===== config.mk =====
export PLATFORM = sky130hd
export DESIGN_NAME = guess_controller_flat
export DESIGN_NICKNAME = d
export VERILOG_FILES = /design/src/rtl/guess_pkg.sv /design/src/rtl/guess_controller_if.sv /design/src/rtl/guess_controller_ab_scorer.sv /design/src/rtl/guess_controller.sv /design/src/flat_wrapper.sv
export SDC_FILE = /design/constraint.sdc
export NUM_CORES = 1
export LEC_CHECK = 0
export ABC_AREA = 1
export CAP_MARGIN = 10
export CORE_MARGIN = 5
export CORE_UTILIZATION = 40
export DETAILED_ROUTE_END_ITERATION = 7
export HOLD_SLACK_MARGIN = 0.15
export MAX_ROUTING_LAYER = met4
export PLACE_DENSITY_LB_ADDON = 0.3
export SYNTH_ARGS = -nofsm -noshare
export SYNTH_HDL_FRONTEND = slang
export SYNTH_HIERARCHICAL = 1
export SYNTH_SLANG_ARGS = --single-unit

===== constraint.sdc =====
create_clock -name clk_div -period 11.5 [get_ports clk_div]
set_clock_uncertainty 0.1 [all_clocks]
set_input_delay 2.3 -clock clk_div [delete_from_list [all_inputs] [get_ports clk_div]]
set_output_delay 2.3 -clock clk_div [all_outputs]
set_load 0.1 [all_outputs]

===== src/rtl/guess_pkg.sv =====
// Shared types and constants for the guess-number game controller.
// Imported by the controller top and the A/B scorer.
package guess_pkg;

  typedef enum logic [1:0] {
    Q_ENTRY = 2'd0,
    A_ENTRY = 2'd1,
    EVAL    = 2'd2,
    RESULT  = 2'd3
  } fsm_t;

  localparam logic [1:0] ST_NONE = 2'd0;
  localparam logic [1:0] ST_GOOD = 2'd1;
  localparam logic [1:0] ST_BAD  = 2'd2;

  localparam logic [3:0] KEY_CLEAR = 4'hA;
  localparam logic [3:0] DIGIT_MAX = 4'd9;

  typedef logic [3:0][3:0] digits_t;

  // Only the first n slots of the current entry count as filled.
  function automatic logic is_dup(
    digits_t    v,
    logic [1:0] n,
    logic [3:0] d
  );
    logic r;
    r = 1'b0;
    for (int i = 0; i < 4; i++) begin
      if (i < int'(n) && v[i] == d) r = 1'b1;
    end
    return r;
  endfunction

endpackage


===== src/rtl/guess_controller_if.sv =====
// Keypad strobe bundle feeding the guess controller.
// The keypad side drives, the controller samples.
interface guess_controller_if;
  logic       key_valid;
  logic [3:0] key_code;

  modport master (
    output key_valid,
    output key_code
  );

  modport slave (
    input key_valid,
    input key_code
  );
endinterface


===== src/rtl/guess_controller_ab_scorer.sv =====
// Combinational A/B scorer for a 4-digit guess.
// A: same digit, same slot; B: same digit, other slot.
module ab_scorer
  import guess_pkg::*;
(
  input  digits_t    secret,
  input  digits_t    guess,
  output logic [2:0] a_count,
  output logic [2:0] b_count
);

  always_comb begin
    a_count = '0;
    b_count = '0;
    for (int i = 0; i < 4; i++) begin
      for (int j = 0; j < 4; j++) begin
        if (guess[i] == secret[j]) begin
          if (i == j) a_count = a_count + 3'd1;
          else        b_count = b_count + 3'd1;
        end
      end
    end
  end

endmodule


===== src/rtl/guess_controller.sv =====
// Guess-number game controller: secret/guess entry,
// scoring, and timed result display handshake.
module guess_controller
  import guess_pkg::*;
#(
  parameter int HOLD_CYCLES = 1024,
  parameter int HOLD_W      = 10
) (
  input  logic               clk_div,
  input  logic               reset,
  guess_controller_if.slave  key,
  output logic               match,
  output logic [1:0]         digit_state,
  output logic               qa_state,
  output logic [1:0]         state,
  output logic [2:0]         a_count,
  output logic [2:0]         b_count,
  output logic [3:0]         tries,
  output logic               reject
);

  fsm_t              fsm_q, fsm_d;
  digits_t           secret_q, secret_d;
  digits_t           guess_q, guess_d;
  logic [1:0]        dig_q, dig_d;
  logic [2:0]        a_q, a_d;
  logic [2:0]        b_q, b_d;
  logic [3:0]        tries_q, tries_d;
  logic [HOLD_W-1:0] hold_q, hold_d;
  logic [1:0]        st_q, st_d;
  logic              rej_q, rej_d;

  logic [2:0] sc_a, sc_b;
  logic       is_digit, is_clear, dup;
  digits_t    cur;

  ab_scorer u_scorer (
    .secret  (secret_q),
    .guess   (guess_q),
    .a_count (sc_a),
    .b_count (sc_b)
  );

  assign is_digit = key.key_valid &&
                    key.key_code <= DIGIT_MAX;
  assign is_clear = key.key_valid &&
                    key.key_code == KEY_CLEAR;
  assign cur = (fsm_q == Q_ENTRY) ? secret_q
                                  : guess_q;
  assign dup = is_dup(cur, dig_q, key.key_code);

  always_ff @(posedge clk_div) begin
    if (reset) begin
      fsm_q    <= Q_ENTRY;
      secret_q <= '0;
      guess_q  <= '0;
      dig_q    <= '0;
      a_q      <= '0;
      b_q      <= '0;
      tries_q  <= '0;
      hold_q   <= '0;
      st_q     <= ST_NONE;
      rej_q    <= 1'b0;
    end else begin
      fsm_q    <= fsm_d;
      secret_q <= secret_d;
      guess_q  <= guess_d;
      dig_q    <= dig_d;
      a_q      <= a_d;
      b_q      <= b_d;
      tries_q  <= tries_d;
      hold_q   <= hold_d;
      st_q     <= st_d;
      rej_q    <= rej_d;
    end
  end

  always_comb begin
    fsm_d    = fsm_q;
    secret_d = secret_q;
    guess_d  = guess_q;
    dig_d    = dig_q;
    a_d      = a_q;
    b_d      = b_q;
    tries_d  = tries_q;
    hold_d   = hold_q;
    st_d     = st_q;
    rej_d    = 1'b0;

    unique case (fsm_q)
      Q_ENTRY, A_ENTRY: begin
        unique case (1'b1)
          is_clear: dig_d = '0;
          is_digit && dup: rej_d = 1'b1;
          is_digit && !dup: begin
            if (fsm_q == Q_ENTRY)
              secret_d[dig_q] = key.key_code;
            else
              guess_d[dig_q] = key.key_code;
            if (dig_q == 2'd3) begin
              dig_d = '0;
              if (fsm_q == Q_ENTRY) begin
                fsm_d   = A_ENTRY;
                tries_d = '0;
              end else begin
                fsm_d = EVAL;
              end
            end else begin
              dig_d = dig_q + 2'd1;
            end
          end
          default: ;
        endcase
      end

      EVAL: begin
        a_d     = sc_a;
        b_d     = sc_b;
        tries_d = (tries_q == 4'd15) ? tries_q
                                     : tries_q + 4'd1;
        hold_d  = HOLD_W'(HOLD_CYCLES - 1);
        st_d    = (sc_a == 3'd4) ? ST_GOOD : ST_BAD;
        fsm_d   = RESULT;
      end

      RESULT: begin
        if (hold_q == '0) begin
          st_d  = ST_NONE;
          dig_d = '0;
          fsm_d = (st_q == ST_GOOD) ? Q_ENTRY
                                    : A_ENTRY;
        end else begin
          hold_d = hold_q - HOLD_W'(1);
        end
      end

      default: fsm_d = Q_ENTRY;
    endcase
  end

  assign match       = (fsm_q == RESULT);
  assign qa_state    = (fsm_q != Q_ENTRY);
  assign digit_state = dig_q;
  assign state       = st_q;
  assign a_count     = a_q;
  assign b_count     = b_q;
  assign tries       = tries_q;
  assign reject      = rej_q;

endmodule


===== src/flat_wrapper.sv =====
// flat-port wrapper written by rule: the top's interface ports become plain ports
module guess_controller_flat import guess_pkg::*;
#(
  parameter int HOLD_CYCLES = 1024,
  parameter int HOLD_W      = 10
)
  (clk_div, reset, match, digit_state, qa_state, state, a_count, b_count, tries, reject, key_key_valid, key_key_code);
  guess_controller_if key_i ();
  input  logic clk_div;
  input  logic reset;
  output logic match;
  output logic [1:0] digit_state;
  output logic qa_state;
  output logic [1:0] state;
  output logic [2:0] a_count;
  output logic [2:0] b_count;
  output logic [3:0] tries;
  output logic reject;
  input wire logic [$bits(key_i.key_valid)-1:0] key_key_valid;
  input wire logic [$bits(key_i.key_code)-1:0] key_key_code;
  assign key_i.key_valid = key_key_valid;
  assign key_i.key_code = key_key_code;
  guess_controller #(.HOLD_CYCLES(HOLD_CYCLES), .HOLD_W(HOLD_W)) u_core (.clk_div(clk_div), .reset(reset), .key(key_i), .match(match), .digit_state(digit_state), .qa_state(qa_state), .state(state), .a_count(a_count), .b_count(b_count), .tries(tries), .reject(reject));
endmodule

## Word-level counts from Yosys, hierarchy flattened

Cells that the tools add are included.

| storage, ports and cells | value |
|---|---|
| register bits | 59 |

| operators by class | value |
|---|---|
| add/subtract/negate cells | 17 |
| magnitude comparators | 6 |
| equality and inequality tests | 34 |
| muxes and demuxes | 44 |
| bitwise gates (word level) | 2 |
| reductions and logical operators | 24 |

Operator list:

| kind | number |
|---|---|
| $eq A4 B4 Y1 | 19 |
| $add A3 B1 Y3 const B | 14 |
| $mux W3 | 14 |
| $bwmux W16 | 2 |
| $mux W4 | 5 |
| $pmux W10 S2 | 1 |
| $mux W2 | 7 |
| $mux W12 | 1 |
| $pmux W2 S2 | 3 |
| $reduce_and A3 Y1 | 4 |
| $logic_not A10 Y1 | 1 |
| $mux W10 | 1 |
| $sub A10 B1 Y10 const B | 1 |
| $demux W4 S2 | 1 |
| $eq A4 B4 Y1 const B | 2 |
| $logic_and A1 B1 Y1 | 8 |
| $ne A2 B1 Y1 const B | 4 |
| $pmux W4 S2 | 1 |
| $reduce_bool A2 Y1 | 4 |
| $mux W1 | 7 |
| $eq A2 B2 Y1 const B | 3 |
| $pmux W2 S3 | 1 |
| $reduce_and A5 Y1 | 1 |
| $add A4 B1 Y4 const B | 1 |
| other kinds (15) | 21 |

## Longest topological paths before layout

| logic depth | value |
|---|---|
| word-level depth | 24 |
| depth in mapped cells | 41 |
| depth with buffers taken out | 41 |

## Modules after synthesis

Netlist, hierarchy kept.

By module, submodules not included:

| module | instances | cells each | area each (um^2) |
|---|---|---|---|
| guess_controller | 1 | 497 | 3283.1 |
| ab_scorer | 1 | 287 | 1731.7 |

## Worst setup path after synthesis

OpenSTA, ideal clock, no wires.

| timing | value |
|---|---|
| path type | flip-flop to flip-flop |
| from | reg u_core/guess_q[1] in the netlist's numbering |
| to | reg u_core.b_q[2], in the netlist u_core/b_count[2] |
| arrival | 6.451 ns |
| required time | 11.281 ns |
| setup slack | 4.830 ns |
| cell stages (with the launch flop) | 41 |
| path buffers | 0 |
| clock period less this slack | 6.670 ns |
| cells stage by stage | dfxtp_1 > or2_2 > a21oi_1 > and3_1 > inv_1 > ha_1 > inv_1 > nand3_1 > nand2_1 > ha_1 > inv_1 > o21ai_0 > ha_1 > or2_2 > and2_1 > ha_1 > nand2_1 > nand2_1 > [5 not listed] > nand2_1 > ha_1 > inv_1 > nand2_1 > and2_1 > ha_1 > nand2_1 > nand2_1 > ha_1 > or2_2 > and2_1 > ha_1 > nand2_1 > xnor2_1 > xor2_1 > xnor2_1 > nor2_1 > nor2_1 |

| on the way | value |
|---|---|
| word-level cells in the longest chain between the ends | 24 |

Ends and longest elaborated chain:

| element | line | source |
|---|---|---|
| start, declared | guess_controller.sv:24 | `digits_t guess_q, guess_d;` |
| start signal, assigned | guess_controller.sv:67 | `guess_q <= guess_d;` |
| $eq A4 B4 Y1 | guess_controller_ab_scorer.sv:17 | `if (guess[i] == secret[j]) begin` |
| $mux W1 | guess_controller_ab_scorer.sv:17 |  |
| $add A3 B1 Y3 | guess_controller_ab_scorer.sv:19 | `else b_count = b_count + 3'd1;` |
| $mux W3 | guess_controller_ab_scorer.sv:17 |  |
| $add A3 B1 Y3 | guess_controller_ab_scorer.sv:19 |  |
| $mux W3 (*) | guess_controller_ab_scorer.sv:17 |  |
| $add A3 B1 Y3 | guess_controller_ab_scorer.sv:19 |  |
| $mux W3 (*) | guess_controller_ab_scorer.sv:17 |  |
| [9 not listed] | n/a |  |
| $mux W3 (*) | guess_controller_ab_scorer.sv:17 |  |
| $add A3 B1 Y3 | guess_controller_ab_scorer.sv:19 |  |
| $mux W3 (*) | guess_controller_ab_scorer.sv:17 |  |
| $add A3 B1 Y3 | guess_controller_ab_scorer.sv:19 |  |
| $mux W3 (*) | guess_controller_ab_scorer.sv:17 |  |
| $add A3 B1 Y3 | guess_controller_ab_scorer.sv:19 |  |
| $mux W3 (*) | guess_controller_ab_scorer.sv:17 |  |
| via u_core.sc_b[2] | guess_controller.sv:33 | `logic [2:0] sc_a, sc_b;` |
| end signal, assigned | guess_controller.sv:59 | `b_q <= '0;` |
| end signal, assigned | guess_controller.sv:70 | `b_q <= b_d;` |
| end, declared | guess_controller.sv:27 | `logic [2:0] b_q, b_d;` |

Mark *: on every way through the listed nets, which the timed path passes. The rest lies on a longest branch.
A chain may end at the register's enable or synchronous reset.

## Worst setup path in the final report

Same ends and word-level chain as after synthesis.

==> summary.md <==
| Metric | Value |
|---|---|
| Critical path's slowest cell | `dfxtp_1` |
| Post-cts sizing count | `0` |
| Total I/O pin count | `24` |
| Detail Route Antenna Nets | `0` |
| Final nets | `829` |
| Number of I/O port buffers | `23` |
| Clock buffer count from CTS | `9` |
| Hold-fix buffers, CTS | `0` |
| EDFF count, synth | `0` |
| Startpoint Class | `register` |
| Post-Syn Area | `5010 um2` |
| WHS Endpoint | `u_core/hold_q[0]` |
| Clock Power Share | `30.1%` |
| Final HPWL DP | `9.14 mm` |
| Hold Crit Start | `u_core/hold_q[0]` |
| Setup Buffers After CTS | `0` |
| Pre-Repair DR Iteration Count | `4` |
| Clk buf depth | `2` |
| Initial Util | `40.2%` |
| Row Count | `41` |
| Final WS setup | `4490 ps` |
| DP Worst Slack | `4490 ps` |
| Drt wl/cell | `12.6 um` |
| Min Tclk post-route | `7010 ps` |
| Largest stage delay, worst path | `380 ps` |
| Worst hold path cell count | `1` |
| Reg2reg path depth | `40` |
| Layout cell share with drive strength beyond 1 | `9.48%` |
| Area of the multi-input gates | `3310 um2` |
| Root Buffer | `clkbuf_16` |
| Setup violators final | `0` |
| Cell taking the most area after synthesis | `dfxtp_1` |
| Die X | `122 um` |
| Crit Reg-Reg Startpoint | `u_core/guess_q[1]` |
| Synth Warn # | `6` |
| Syn Inst Count | `784` |
| Total negative slack | `0 ps` |
| Cell total after placement | `959` |
| Status | `complete, no violations` |
| Sw Ratio | `37.1%` |
| Top area cells in the synthesized netlist | `dfxtp_1, nand2_1, nor2_1, inv_1, ha_1` |
| Post-synth top flop | `dfxtp_1` |
| Max Fclk | `143 MHz` |
| Antenna Cells | `0` |
| Cell-internal power | `574 uW` |
| Final Hold Fails | `0` |
| Crit path kind | `register to register` |
| Util after Layout | `45.1%` |
| Htree depth | `3` |
| Antenna violations before repair | `0` |
| Combinational share of power | `46.0%` |
| Reg2Reg Capture Point | `u_core/b_count[2]` |
| Sequential share of power | `23.9%` |
| Area grow syn2layout | `12.2%` |
| Most common cell after layout, fill and taps aside | `nand2_1` |
| Register area | `1180 um2` |
| GRT Overall Usage | `18.2%` |
| Seq/Total Area, Yosys | `23.6%` |
| Die ar. | `14900 um2` |
| Psw | `339 uW` |
| Fillcell total | `1321` |
| Die Y | `122 um` |
| RSZ-0062 raised after global routing | `false` |
| LEAKAGE | `2.81 nW` |
| Initial drt markers | `401` |
| WP data required | `11680 ps` |
| Worst Path Arrival | `7190 ps` |
| Most common cell on crit path | `ha_1` |
| Total clock sinks | `59` |
| Crit. End Element | `register` |
| Mean post-synth cell area | `6.40 um2` |
| Ys async rst share | `0%` |
| Slew Viols, Final | `0` |
| Area of the core | `12500 um2` |
| Largest net degree at the start of global routing | `43` |
| First-pass GRT wire length | `21.0 mm` |
| Layout Cells excl Fill | `974` |
| Hold_ws | `363 ps` |
| Part of the cycle the worst path needs | `60.9%` |
| Clk slew on worst S/H paths | `60 ps` |
| RD Place Congestion | `0.967` |
| Vias per inst | `4.69` |
| Share of the synthesized area in the top cell type | `23.6%` |
| Global route total overflow | `0` |
| Commonest non-fill, non-tap cells in the layout | `nand2_1, nor2_1, inv_1, dfxtp_1, nand3_1` |
| DR vias | `4570` |
| Synth cell types | `40` |
| CTS tree | `yes` |
| Max cap viols | `0` |
| Worst slew pin tran | `992 ps` |
| DRC | `0` |
| Reg2Reg Setup Slack | `4490 ps` |
| Net count after synthesis | `815` |
| Post-Route WL | `12.2 mm` |
| Yosys reg bits | `59` |
| Hold Path Class | `register to register` |
| Power per cell area | `162 nW/um2` |
| Worst vdd rail ir drop | `81.7 uV` |
| Crit path max fanout | `7` |
| Clk_lat worst skew | `340 ps` |
| Worst slew margin | `33.7%` |
| Vias in the first global route | `4322` |
worst max path at each step:
stage,from,endpoint,slack (ps)
6_report,u_core/guess_q[1],u_core/b_count[2],4490
5_1_grt,u_core/guess_q[1],u_core/b_count[2],4020
4_1_cts,u_core/guess_q[1],u_core/b_count[2],4480
3_5_place_dp,u_core/guess_q[1],u_core/b_count[2],4490
3_3_place_gp,u_core/guess_q[1],u_core/b_count[2],4610
2_1_floorplan,u_core/guess_q[1],u_core/b_count[2],4830
critical path: cells and delay by family (launching register included):
kind                       cells  cell delay [ps]
xor gates and xnor gates       3              450
and+or+nand+nor               21             2950
AOI/OAI and AO/OA              2              300
buffers and inverters          4              200
adders and majority gates     10             2590
DFF                            1              380
sequential cells by signal (all words and copies together) (netlist names):
register and cells:
u_core/tries 4, u_core/a_count 3, u_core/b_count 3, u_core/state 2, u_core/digit_state 2, u_core/reject 1
u_core/fsm_q 2, u_core/hold_q 10, u_core/secret_q 16, u_core/guess_q 16
power by group through the flow:
stage	Clock [mW]	Combinational, mW	Sequential, mW
after floorplan	0	0.359	0.223
after global placement	0	0.414	0.222
after detailed placement	0	0.421	0.222
after CTS	0.282	0.424	0.218
final	0.275	0.420	0.218
after global routing	0.289	0.487	0.218
Yosys cell counts (2+ instances only):
master,number
or2_2,10
and3_1,4
a21oi_1,33
inv_2,5
nor2_1,117
nand3_2,15
dfxtp_1,59
nand2_2,12
nand4_1,6
xor2_1,34
nor3_1,4
a31oi_1,4
xnor2_1,25
o21ai_0,18
clkbuf_2,3
inv_1,92
nor2_4,2
ha_1,24
nand3_4,9
nand3_1,47
buf_4,3
o211ai_1,4
buf_2,5
and2_1,4
clkbuf_1,5
nand2_1,222
buf_6,5
metal layers:
layer / track usage, % / vias up / wire length [um]
li1: - / 2461 / -
met1: 22.8 / 2023 / 5950
met2: 29.1 / 61 / 5620
met3: 3.48 / 25 / 385
met4: 6.58 / 0 / 266
met5: - / - / 0
layout make-up:
class,count,area share [%]
Multi-Input combinational cell,605,58.9
Inverter,98,6.58
Tap cell,172,3.83
Sequential cell,59,21.0
Clock inverter,4,0.890
Timing Repair Buffer,25,4.36
Clock buffer,11,4.49
metrics by stage:
step                      cell area [um2]  total power, mW
after floorplan                      5010            0.582
after global placement               5320            0.636
after CTS                            5630            0.923
after detailed placement             5320            0.643
final                                5630            0.913
after global routing                 5630            0.994
cells by family (layout without fill, tap and decap cells):
group | after synthesis | after routing | share of synthesized area [%]
AND/OR/NAND/NOR | 456 | 456 | 42.4
multiplexers | 1 | 1 | 0.225
XOR/XNOR | 59 | 59 | 10.3
adder cells (fa/ha/maj) | 24 | 24 | 5.99
buffers and inverters | 120 | 138 | 10.4
AO/OA/AOI/OAI | 65 | 65 | 7.09
flip-flops | 59 | 59 | 23.6
(Power assumes the default switching activity.)
